`config.mk`:
```
export PLATFORM = sky130hd
export DESIGN_NAME = arbitro_prioridade_n
export DESIGN_NICKNAME = d
export VERILOG_FILES = /design/src/rtl/arbitro_pkg.sv /design/src/rtl/arbitro_prioridade_n_seletor.sv /design/src/rtl/arbitro_prioridade_n.sv
export SDC_FILE = /design/constraint.sdc
export NUM_CORES = 1
export LEC_CHECK = 0
export ABC_AREA = 1
export CAP_MARGIN = 20
export CORE_AREA = 2 2 82 84
export DETAILED_ROUTE_END_ITERATION = 16
export DIE_AREA = 0 0 84 86
export RECOVER_POWER = 100
export SYNTH_ARGS = -nofsm -noshare
export SYNTH_HDL_FRONTEND = slang
export SYNTH_SLANG_ARGS = --single-unit
```
`constraint.sdc`:
```
create_clock -name clk -period 12.52 [get_ports clk]
set_clock_uncertainty 0.1 [all_clocks]
set_input_delay 1.878 -clock clk [delete_from_list [all_inputs] [get_ports clk]]
set_output_delay 1.878 -clock clk [all_outputs]
set_load 0.1 [all_outputs]
```
`src/rtl/arbitro_pkg.sv`:
```
// Shared definitions for the priority arbiter: FSM encoding, idle code,
// invalid-code test and the legacy 3-bit code ranking.
package arbitro_pkg;

  typedef enum logic {
    ST_IDLE  = 1'b0,
    ST_GRANT = 1'b1
  } state_t;

  localparam int CODE_IDLE = 0;

  // A code is invalid when all of its 'width' low bits are ones.
  function automatic logic is_invalid(input logic [31:0] code, input int width);
    logic [31:0] mask;
    mask = (32'd1 << width) - 32'd1;
    return (code & mask) == mask;
  endfunction

  // Legacy comparator ordering: 000 < 110 < 001 < 011 < 101; unused codes rank lowest.
  function automatic logic [2:0] legado3_para_rank(input logic [2:0] code);
    logic [2:0] rank;
    case (code)
      3'b110:  rank = 3'd1;
      3'b001:  rank = 3'd2;
      3'b011:  rank = 3'd3;
      3'b101:  rank = 3'd4;
      default: rank = 3'd0;
    endcase
    return rank;
  endfunction

endpackage

```
`src/rtl/arbitro_prioridade_n_seletor.sv`:
```
// Combinational selector: highest code among the candidate mask, ties go to
// the first candidate found scanning upward from rr_ptr with wrap-around.
module seletor_maior_prioridade #(
  parameter int N      = 4,
  parameter int CODE_W = 3,
  parameter int IDX_W  = $clog2(N)
) (
  input  logic [N-1:0]        cand,
  input  logic [N*CODE_W-1:0] code,
  input  logic [IDX_W-1:0]    rr_ptr,
  output logic                found,
  output logic [IDX_W-1:0]    idx,
  output logic [CODE_W-1:0]   code_sel
);

  logic [CODE_W-1:0] code_ch [N];

  generate
    for (genvar gi = 0; gi < N; gi++) begin : g_unpack
      assign code_ch[gi] = code[gi*CODE_W +: CODE_W];
    end
  endgenerate

  always_comb begin
    int pos;
    logic [IDX_W-1:0] ch;
    found    = 1'b0;
    idx      = '0;
    code_sel = '0;
    pos      = 0;
    ch       = '0;
    // Strict comparison keeps the earliest index in scan order on ties.
    for (int k = 0; k < N; k++) begin
      pos = int'(rr_ptr) + k;
      if (pos >= N) pos = pos - N;
      ch = IDX_W'(pos);
      if (cand[ch] && (!found || code_ch[ch] > code_sel)) begin
        found    = 1'b1;
        idx      = ch;
        code_sel = code_ch[ch];
      end
    end
  end

endmodule

```
`src/rtl/arbitro_prioridade_n.sv`:
```
// Registered N-channel priority arbiter with hold-until-release, optional
// preemption, optional hold timeout and round-robin tie breaking.
module arbitro_prioridade_n
  import arbitro_pkg::*;
#(
  parameter int N        = 4,
  parameter int CODE_W   = 3,
  parameter int PREEMPT  = 1,
  parameter int MAX_HOLD = 0,
  parameter int IDX_W    = $clog2(N)
) (
  input  logic                clk,
  input  logic                rst_n,
  input  logic [N-1:0]        req,
  input  logic [N*CODE_W-1:0] code,
  input  logic [N-1:0]        release_strobe,
  output logic [N-1:0]        grant,
  output logic [IDX_W-1:0]    grant_idx,
  output logic [CODE_W-1:0]   grant_code,
  output logic                busy,
  output logic                preempt,
  output logic [IDX_W-1:0]    preempt_idx,
  output logic [CODE_W-1:0]   preempt_code,
  output logic                timeout,
  output logic                err,
  output logic [IDX_W-1:0]    err_idx
);

  localparam int HOLD_W = (MAX_HOLD > 0) ? $clog2(MAX_HOLD + 1) : 1;
  localparam logic [HOLD_W-1:0] HOLD_LAST = HOLD_W'((MAX_HOLD > 0) ? MAX_HOLD - 1 : 0);
  localparam logic [N-1:0] ONE_HOT_0 = N'(1);

  state_t state_reg, state_next;
  logic [N-1:0]      grant_reg, grant_next;
  logic [IDX_W-1:0]  grant_idx_reg, grant_idx_next;
  logic [CODE_W-1:0] grant_code_reg, grant_code_next;
  logic              preempt_reg, preempt_next;
  logic [IDX_W-1:0]  preempt_idx_reg, preempt_idx_next;
  logic [CODE_W-1:0] preempt_code_reg, preempt_code_next;
  logic              timeout_reg, timeout_next;
  logic              err_reg, err_next;
  logic [IDX_W-1:0]  err_idx_reg, err_idx_next;
  logic [IDX_W-1:0]  rr_reg, rr_next;
  logic [HOLD_W-1:0] hold_reg, hold_next;

  logic [CODE_W-1:0] code_ch [N];
  logic [N-1:0]      invalid;
  logic [N-1:0]      cand;
  logic              sel_found;
  logic [IDX_W-1:0]  sel_idx;
  logic [CODE_W-1:0] sel_code;

  // The current owner is masked out so the selector only proposes challengers.
  generate
    for (genvar gi = 0; gi < N; gi++) begin : g_chan
      assign code_ch[gi] = code[gi*CODE_W +: CODE_W];
      assign invalid[gi] = req[gi] && is_invalid(32'(code_ch[gi]), CODE_W);
      assign cand[gi]    = req[gi] && (code_ch[gi] != CODE_W'(CODE_IDLE)) && !invalid[gi]
                           && !(state_reg == ST_GRANT && grant_idx_reg == IDX_W'(gi));
    end
  endgenerate

  seletor_maior_prioridade #(
    .N      (N),
    .CODE_W (CODE_W),
    .IDX_W  (IDX_W)
  ) u_seletor (
    .cand     (cand),
    .code     (code),
    .rr_ptr   (rr_reg),
    .found    (sel_found),
    .idx      (sel_idx),
    .code_sel (sel_code)
  );

  always_comb begin
    err_next     = |invalid;
    err_idx_next = '0;
    for (int i = N - 1; i >= 0; i--) begin
      if (invalid[i]) err_idx_next = IDX_W'(i);
    end
  end

  always_comb begin
    state_next        = state_reg;
    grant_next        = grant_reg;
    grant_idx_next    = grant_idx_reg;
    grant_code_next   = grant_code_reg;
    preempt_next      = 1'b0;
    preempt_idx_next  = preempt_idx_reg;
    preempt_code_next = preempt_code_reg;
    timeout_next      = 1'b0;
    rr_next           = rr_reg;
    hold_next         = hold_reg;

    case (state_reg)
      ST_IDLE: begin
        if (sel_found) begin
          state_next      = ST_GRANT;
          grant_next      = ONE_HOT_0 << sel_idx;
          grant_idx_next  = sel_idx;
          grant_code_next = sel_code;
          hold_next       = '0;
          rr_next         = (sel_idx == IDX_W'(N - 1)) ? '0 : sel_idx + 1'b1;
        end
      end
      ST_GRANT: begin
        if (release_strobe[grant_idx_reg]) begin
          state_next      = ST_IDLE;
          grant_next      = '0;
          grant_idx_next  = '0;
          grant_code_next = '0;
        end else if (MAX_HOLD != 0 && hold_reg == HOLD_LAST) begin
          state_next      = ST_IDLE;
          grant_next      = '0;
          grant_idx_next  = '0;
          grant_code_next = '0;
          timeout_next    = 1'b1;
        end else if (PREEMPT != 0 && sel_found && sel_code > grant_code_reg) begin
          grant_next        = ONE_HOT_0 << sel_idx;
          grant_idx_next    = sel_idx;
          grant_code_next   = sel_code;
          preempt_next      = 1'b1;
          preempt_idx_next  = grant_idx_reg;
          preempt_code_next = grant_code_reg;
          hold_next         = '0;
          rr_next           = (sel_idx == IDX_W'(N - 1)) ? '0 : sel_idx + 1'b1;
        end else if (hold_reg != '1) begin
          hold_next = hold_reg + 1'b1;
        end
      end
      default: state_next = ST_IDLE;
    endcase
  end

  always_ff @(posedge clk or negedge rst_n) begin
    if (!rst_n) begin
      state_reg        <= ST_IDLE;
      grant_reg        <= '0;
      grant_idx_reg    <= '0;
      grant_code_reg   <= '0;
      preempt_reg      <= 1'b0;
      preempt_idx_reg  <= '0;
      preempt_code_reg <= '0;
      timeout_reg      <= 1'b0;
      err_reg          <= 1'b0;
      err_idx_reg      <= '0;
      rr_reg           <= '0;
      hold_reg         <= '0;
    end else begin
      state_reg        <= state_next;
      grant_reg        <= grant_next;
      grant_idx_reg    <= grant_idx_next;
      grant_code_reg   <= grant_code_next;
      preempt_reg      <= preempt_next;
      preempt_idx_reg  <= preempt_idx_next;
      preempt_code_reg <= preempt_code_next;
      timeout_reg      <= timeout_next;
      err_reg          <= err_next;
      err_idx_reg      <= err_idx_next;
      rr_reg           <= rr_next;
      hold_reg         <= hold_next;
    end
  end

  assign grant        = grant_reg;
  assign grant_idx    = grant_idx_reg;
  assign grant_code   = grant_code_reg;
  assign busy         = (state_reg == ST_GRANT);
  assign preempt      = preempt_reg;
  assign preempt_idx  = preempt_idx_reg;
  assign preempt_code = preempt_code_reg;
  assign timeout      = timeout_reg;
  assign err          = err_reg;
  assign err_idx      = err_idx_reg;

endmodule
```
==> impl_metrics.csv, run 1 <==
group,metric,value,unit
outcome,status,"complete, no violations",
finish,drive_above_1_share,0.0734,
global_route,grt_first_pass_wirelength,8630,um
floorplan,dieArea,7220,um^2
logic_synthesis,synth.avg_cell_area,6.51,um^2
logic_synthesis,async_reset_ff_frac,1.00,
clock_tree,cts.sinks,21,
logic_synthesis,synth-xor-area-share,0.00750,
clock_tree,root_buffer,"clkbuf_8",
job,max-cap-violations,0,
setup_path,path_class,"in -> reg",
finish,n_antenna_cell,0,
timing,min_period,8700,ps
logic_synthesis,synth-simple-area-share,0.439,
setup_path,critPathRequiredTime,12550,ps
logic_synthesis,synth_flop_cell,"dfrtp_1",
logic_synthesis,synth_compound_area_frac,0.104,
floorplan,coreArea,6280,um^2
route,drt_iter0_markers,103,
timing,drv_slew,0,
setup_path,cp_max_fo,10,
finish,layout.cells.non_filler,445,
route,route.detailed.drc,0,
placed_design,dp_hpwl,4130,um
setup_path,endpoint_kind,"flop",
logic_synthesis,ys_warn_count,0,
placed_design,portBuffers,40,
logic_synthesis,yosys_register_bits,21,
global_route,grt.total_usage,0.144,
global_route,grt_pass1_vias,1875,
clock_tree,cts_resized,0,
logic_synthesis,synth_fp_nets,371,
clock_tree,clk_latency,260,ps
route,dr_total_vias,2104,
clock_tree,cts_buffers,3,
logic_synthesis,synthAdderAreaFrac,0.0923,
floorplan,die_w,84,um
hold_path,min_path_type,"reg -> reg",
timing,fin_crit_sh,0.695,
finish,final_nets,407,
route,vias_per_cell,4.73,
timing,setup_violations,0,
route,wl_per_cell,11.3,um
timing,worstMarginPinSlew,988,ps
global_route,antenna_found_initial,0,
finish,syn_to_final_growth,19.7,%
setup_path,worstPathArrival,8730,ps
finish,fillers,664,
clock_tree,post_cts_buffers,0,
global_route,grt_overflow,0,
floorplan,io_pins,42,
floorplan,num_rows,29,
placed_design,dp_cells,440,
timing,slew_headroom,0.339,
floorplan,start_util,0.345,
route,ant_nets,0,
setup_path,slowest_stage,"dlygate4sd3_1",
hold_path,hold_start,"grant[2]",
logic_synthesis,synth.yosys.seq_area_share,0.242,
finish,largest_reg_flops,4,
logic_synthesis,syn_inst,333,
setup_path,cpPeakStageDelay,600,ps
logic_synthesis,synthMuxAreaShare,0,
logic_synthesis,syn_area,2170,um^2
logic_synthesis,synth_top_family_by_area,"simple AND/OR/NAND/NOR gates",
setup_path,cp_common_cell,"nand2_1",
timing,hold_viol,0,
timing,timing.fmax,0.115,GHz
setup_path,cp-startpoint,"code[10]",
setup_path,timing.rr.start,"rr_reg[0]",
setup_path,critPathLaunchType,"primary input",
clock_tree,postCtsHoldBufs,0,
timing,fin_tns_setup,0,ps
logic_synthesis,synth-edff-count,0,
logic_synthesis,synth.distinct_cells,32,
clock_tree,clk_pin_slew,80,ps
placed_design,place.gp.congestion,0.819,
timing,rsz0062_at_grt,"false",
route,wl,5040,um
global_route,grt_max_degree,34,
route,firstDrtPassIters,5,
clock_tree,cts_tree,"yes",
clock_tree,htree_levels,1,
clock_tree,cts_buffer_depth,2,
floorplan,die_y,86,um
## logic make-up after synthesis
logic type,count (synthesis)
AOI/OAI and AO/OA,40
xor gates and xnor gates,1
adders and majority gates,16
buffers and inverters,54
DFF,21
other,1
and+or+nand+nor,200
## final timing paths
path                                  endpoint  slack, ps  depth (start not counted)
worst min-delay path                  grant[2]        370                          2
max in group asynchronous         grant_idx[0]       9430                          2
worst max-delay path            preempt_idx[0]       3820                         43
min in group asynchronous       preempt_idx[1]       1810                          1
worst min register to register        grant[2]        370                          2
worst max register to register  preempt_idx[0]       5170                         39
## per-stage QoR
stage,setup WS [ps],hold slack (ps),utilization,area (um^2)
6_report,3820,371,0.414,2600
5_1_grt,2980,396,0.414,2600
4_1_cts,4620,383,0.420,2640
3_5_place_dp,4370,362,0.413,2590
3_3_place_gp,4490,358,0.413,2590
2_1_floorplan,5630,661,-,2170
## synth_stat cells (4+ instances only)
library cell,number,area [um^2]
nand3_1,43,215
ha_1,16,200
nand2_4,7,78.8
o21ai_0,29,145
and2_1,4,25.0
nand4_1,5,31.3
inv_1,37,139
nand2_1,115,432
dfrtp_1,21,526
nand2_2,4,25.0
inv_2,6,22.5
nor2_1,10,37.5
## placed cells by master, fill, tap and decap left out, types with 5 or more instances in the layout
cell type	synthesis	final
clkdlybuf4s50_1	0	19
inv_1	37	38
ha_1	16	16
dlygate4sd3_1	0	21
dfrtp_1	21	21
nand2_1	115	121
o21ai_0	29	29
nand3_1	43	44
nand4_1	5	5
nor2_1	10	10
inv_2	6	5
## routing by layer
layer | global-route usage | routed length [um]
met5 | 0 | 0
met4 | 0.0411 | 55
met3 | 0.0135 | 207
met1 | 0.206 | 2450
met2 | 0.232 | 2320
## final cells by class
| cell class | count | area, um^2 | area share |
|---|---|---|---|
| timing repair buffer | 41 | 404 | 0.156 |
| clock inverter | 1 | 5.00 | 0.00193 |
| multi-input combinational | 258 | 1360 | 0.523 |
| tap | 77 | 96.3 | 0.0371 |
| clock buffer | 3 | 41.3 | 0.0159 |
| inverter | 44 | 166 | 0.0641 |
| sequential | 21 | 526 | 0.202 |
## critical path: cells and delay by family
| family | cells | cell delay, ps |
|---|---|---|
| buffers and inverters | 4 | 1010 |
| adders and majority gates | 4 | 1220 |
| AOI/OAI and AO/OA | 7 | 1010 |
| and+or+nand+nor | 28 | 3590 |
Power of run 1 is left out: the tool's default activity adds up to more than one toggle a clock period on the data nets, which glitch-free logic cannot reach.
==> run 2, diff against run 1 <==
clock period = 7.7 ns   (was 12.52 ns; I/O delays follow)
==> run 2 against run 1 <==
Net effect: design area is 1.2% higher; final cell count stayed put; global-route usage is 0.63 points higher; hold slack hardly changed; core utilization is 0.48 points higher; worst setup slack worse by 3200 ps; non-clock buffer count stayed put; critical path type unchanged; highest routed layer unchanged.
==> impl_metrics.csv, run 2 (synthesized netlist as in run 1, its figures left out) <==
group,metric,value,unit
setup_path,worstPathArrival,7100,ps
placed_design,dp_hpwl,4230,um
finish,fillers,677,
route,ant_nets,0,
clock_tree,post_cts_buffers,0,
setup_path,critPathLaunchType,"primary input",
timing,fin_tns_setup,0,ps
finish,regArea,526,um^2
clock_tree,htree_levels,1,
timing,rsz0062_at_grt,"false",
setup_path,critPathRequiredTime,7760,ps
setup_path,path_class,"in -> reg",
finish,mostFrequentLayoutCell,"nand2_1",
setup_path,rr_worst_depth,41,
timing,drv_slew,0,
setup_path,cp.depth,46,
timing,setup_violations,0,
clock_tree,clk_latency,270,ps
job,max-cap-violations,0,
route,firstDrtPassIters,4,
clock_tree,root_buffer,"clkbuf_8",
timing,fin_crit_sh,0.914,
setup_path,endpoint_kind,"flop",
floorplan,dieArea,7220,um^2
setup_path,slowest_stage,"clkdlybuf4s50_1",
outcome,status,"complete, no violations",
hold_path,min_path_cells,2,
finish,layout_common_cells,"nand2_1 (115), nand3_1 (43), inv_1 (37)",
finish,final_nets,407,
global_route,grt_pass1_vias,1942,
floorplan,num_rows,29,
timing,timing.fmax,0.142,GHz
setup_path,cp_num_buf_inv,5,
placed_design,portBuffers,40,
global_route,grt_first_pass_wirelength,8920,um
global_route,antenna_found_initial,0,
global_route,grt_overflow,0,
global_route,grt_max_degree,34,
floorplan,die_w,84,um
floorplan,die_y,86,um
setup_path,cpPeakStageDelay,560,ps
hold_path,min_path_type,"reg -> reg",
hold_path,min_to,"grant[2]",
timing,slew_headroom,0.346,
setup_path,cp_common_cell,"nand2_1",
timing,worstMarginPinSlew,978,ps
finish,syn_to_final_growth,21.1,%
route,wl,5170,um
floorplan,io_pins,42,
clock_tree,cts.sinks,21,
finish,n_antenna_cell,0,
setup_path,r2r_setup_slack,1170,ps
timing,min_period,7040,ps
floorplan,coreArea,6280,um^2
setup_path,timing.rr.start,"rr_reg[0]",
finish,drive_above_1_share,0.0951,
clock_tree,clk_pin_slew,80,ps
placed_design,place.gp.congestion,0.847,
setup_path,cp_max_fo,11,
finish,largest_reg_flops,4,
clock_tree,cts_buffers,3,
route,vias_per_cell,4.71,
route,dr_total_vias,2097,
setup_path,rr_endpoint,"grant_idx[1]",
hold_path,hold_start,"grant[2]",
floorplan,start_util,0.345,
route,drt_iter0_markers,137,
timing,hold_viol,0,
route,wl_per_cell,11.6,um
route,route.detailed.drc,0,
setup_path,path_delay_family,"simple AND/OR/NAND/NOR gates",
clock_tree,cts_buffer_depth,2,
finish,multi_input_area,1380,um^2
clock_tree,cts_tree,"yes",
global_route,grt.total_usage,0.150,
run 2: cell types whose count changed in the layout (fill, tap and decap cells not counted), sizes merged:
cell and delta:
dlygate4sd3 -1, clkinvlp -1, inv +1, clkdlybuf4s50 +1
run 2: worst max path at each step:
stage	slack [ps]	endpoint	start
finish	660	grant_idx[1]	code[10]
global route	20	grant_code[0]	code[10]
CTS	550	preempt_idx[1]	code[10]
detailed placement	300	preempt_idx[1]	code[10]
global placement	370	preempt_idx[1]	code[10]
floorplan	1530	grant_idx[0]	code[9]
run 2: layer usage:
metal	wire, um	global-route usage
met4	60	0.0440
met2	2420	0.255
met3	136	0.00866
met1	2550	0.207
met5	0	0
run 2: stage by stage:
step | cell area, um^2 | instances | utilization | setup WS, ps | hold slack (ps)
after floorplan | 2170 | 333 | - | 1530 | 661
after global placement | 2590 | 440 | 0.413 | 368 | 356
after detailed placement | 2590 | 440 | 0.413 | 299 | 365
after CTS | 2640 | 444 | 0.420 | 551 | 385
after global routing | 2630 | 445 | 0.418 | 23.9 | 407
final | 2630 | 445 | 0.418 | 659 | 370
run 2: area by class of cell:
class	instances	share of cell area
timing repair buffer	41	0.154
sequential	21	0.200
clock buffer	3	0.0157
tap	77	0.0367
multi-input combinational	258	0.527
inverter	44	0.0648
clock inverter	1	0.00191
run 2: worst reg2reg max path: cells and delay by family, from the launching register on:
family	cells	cell delay (ps)
adder cells (fa/ha/maj)	4	1230
flip-flops	1	910
buffers and inverters	5	560
AND/OR/NAND/NOR	23	2350
AO/OA/AOI/OAI	9	1270
run 2: timing repair:
item / in CTS / in global routing
endpoints found under the hold margin: 0 / 0
setup endpoints to repair: 0 / 10
hold buffers: 0 / 0
gates resized for setup: 0 / 1
Power of run 2 is left out for the same reason.
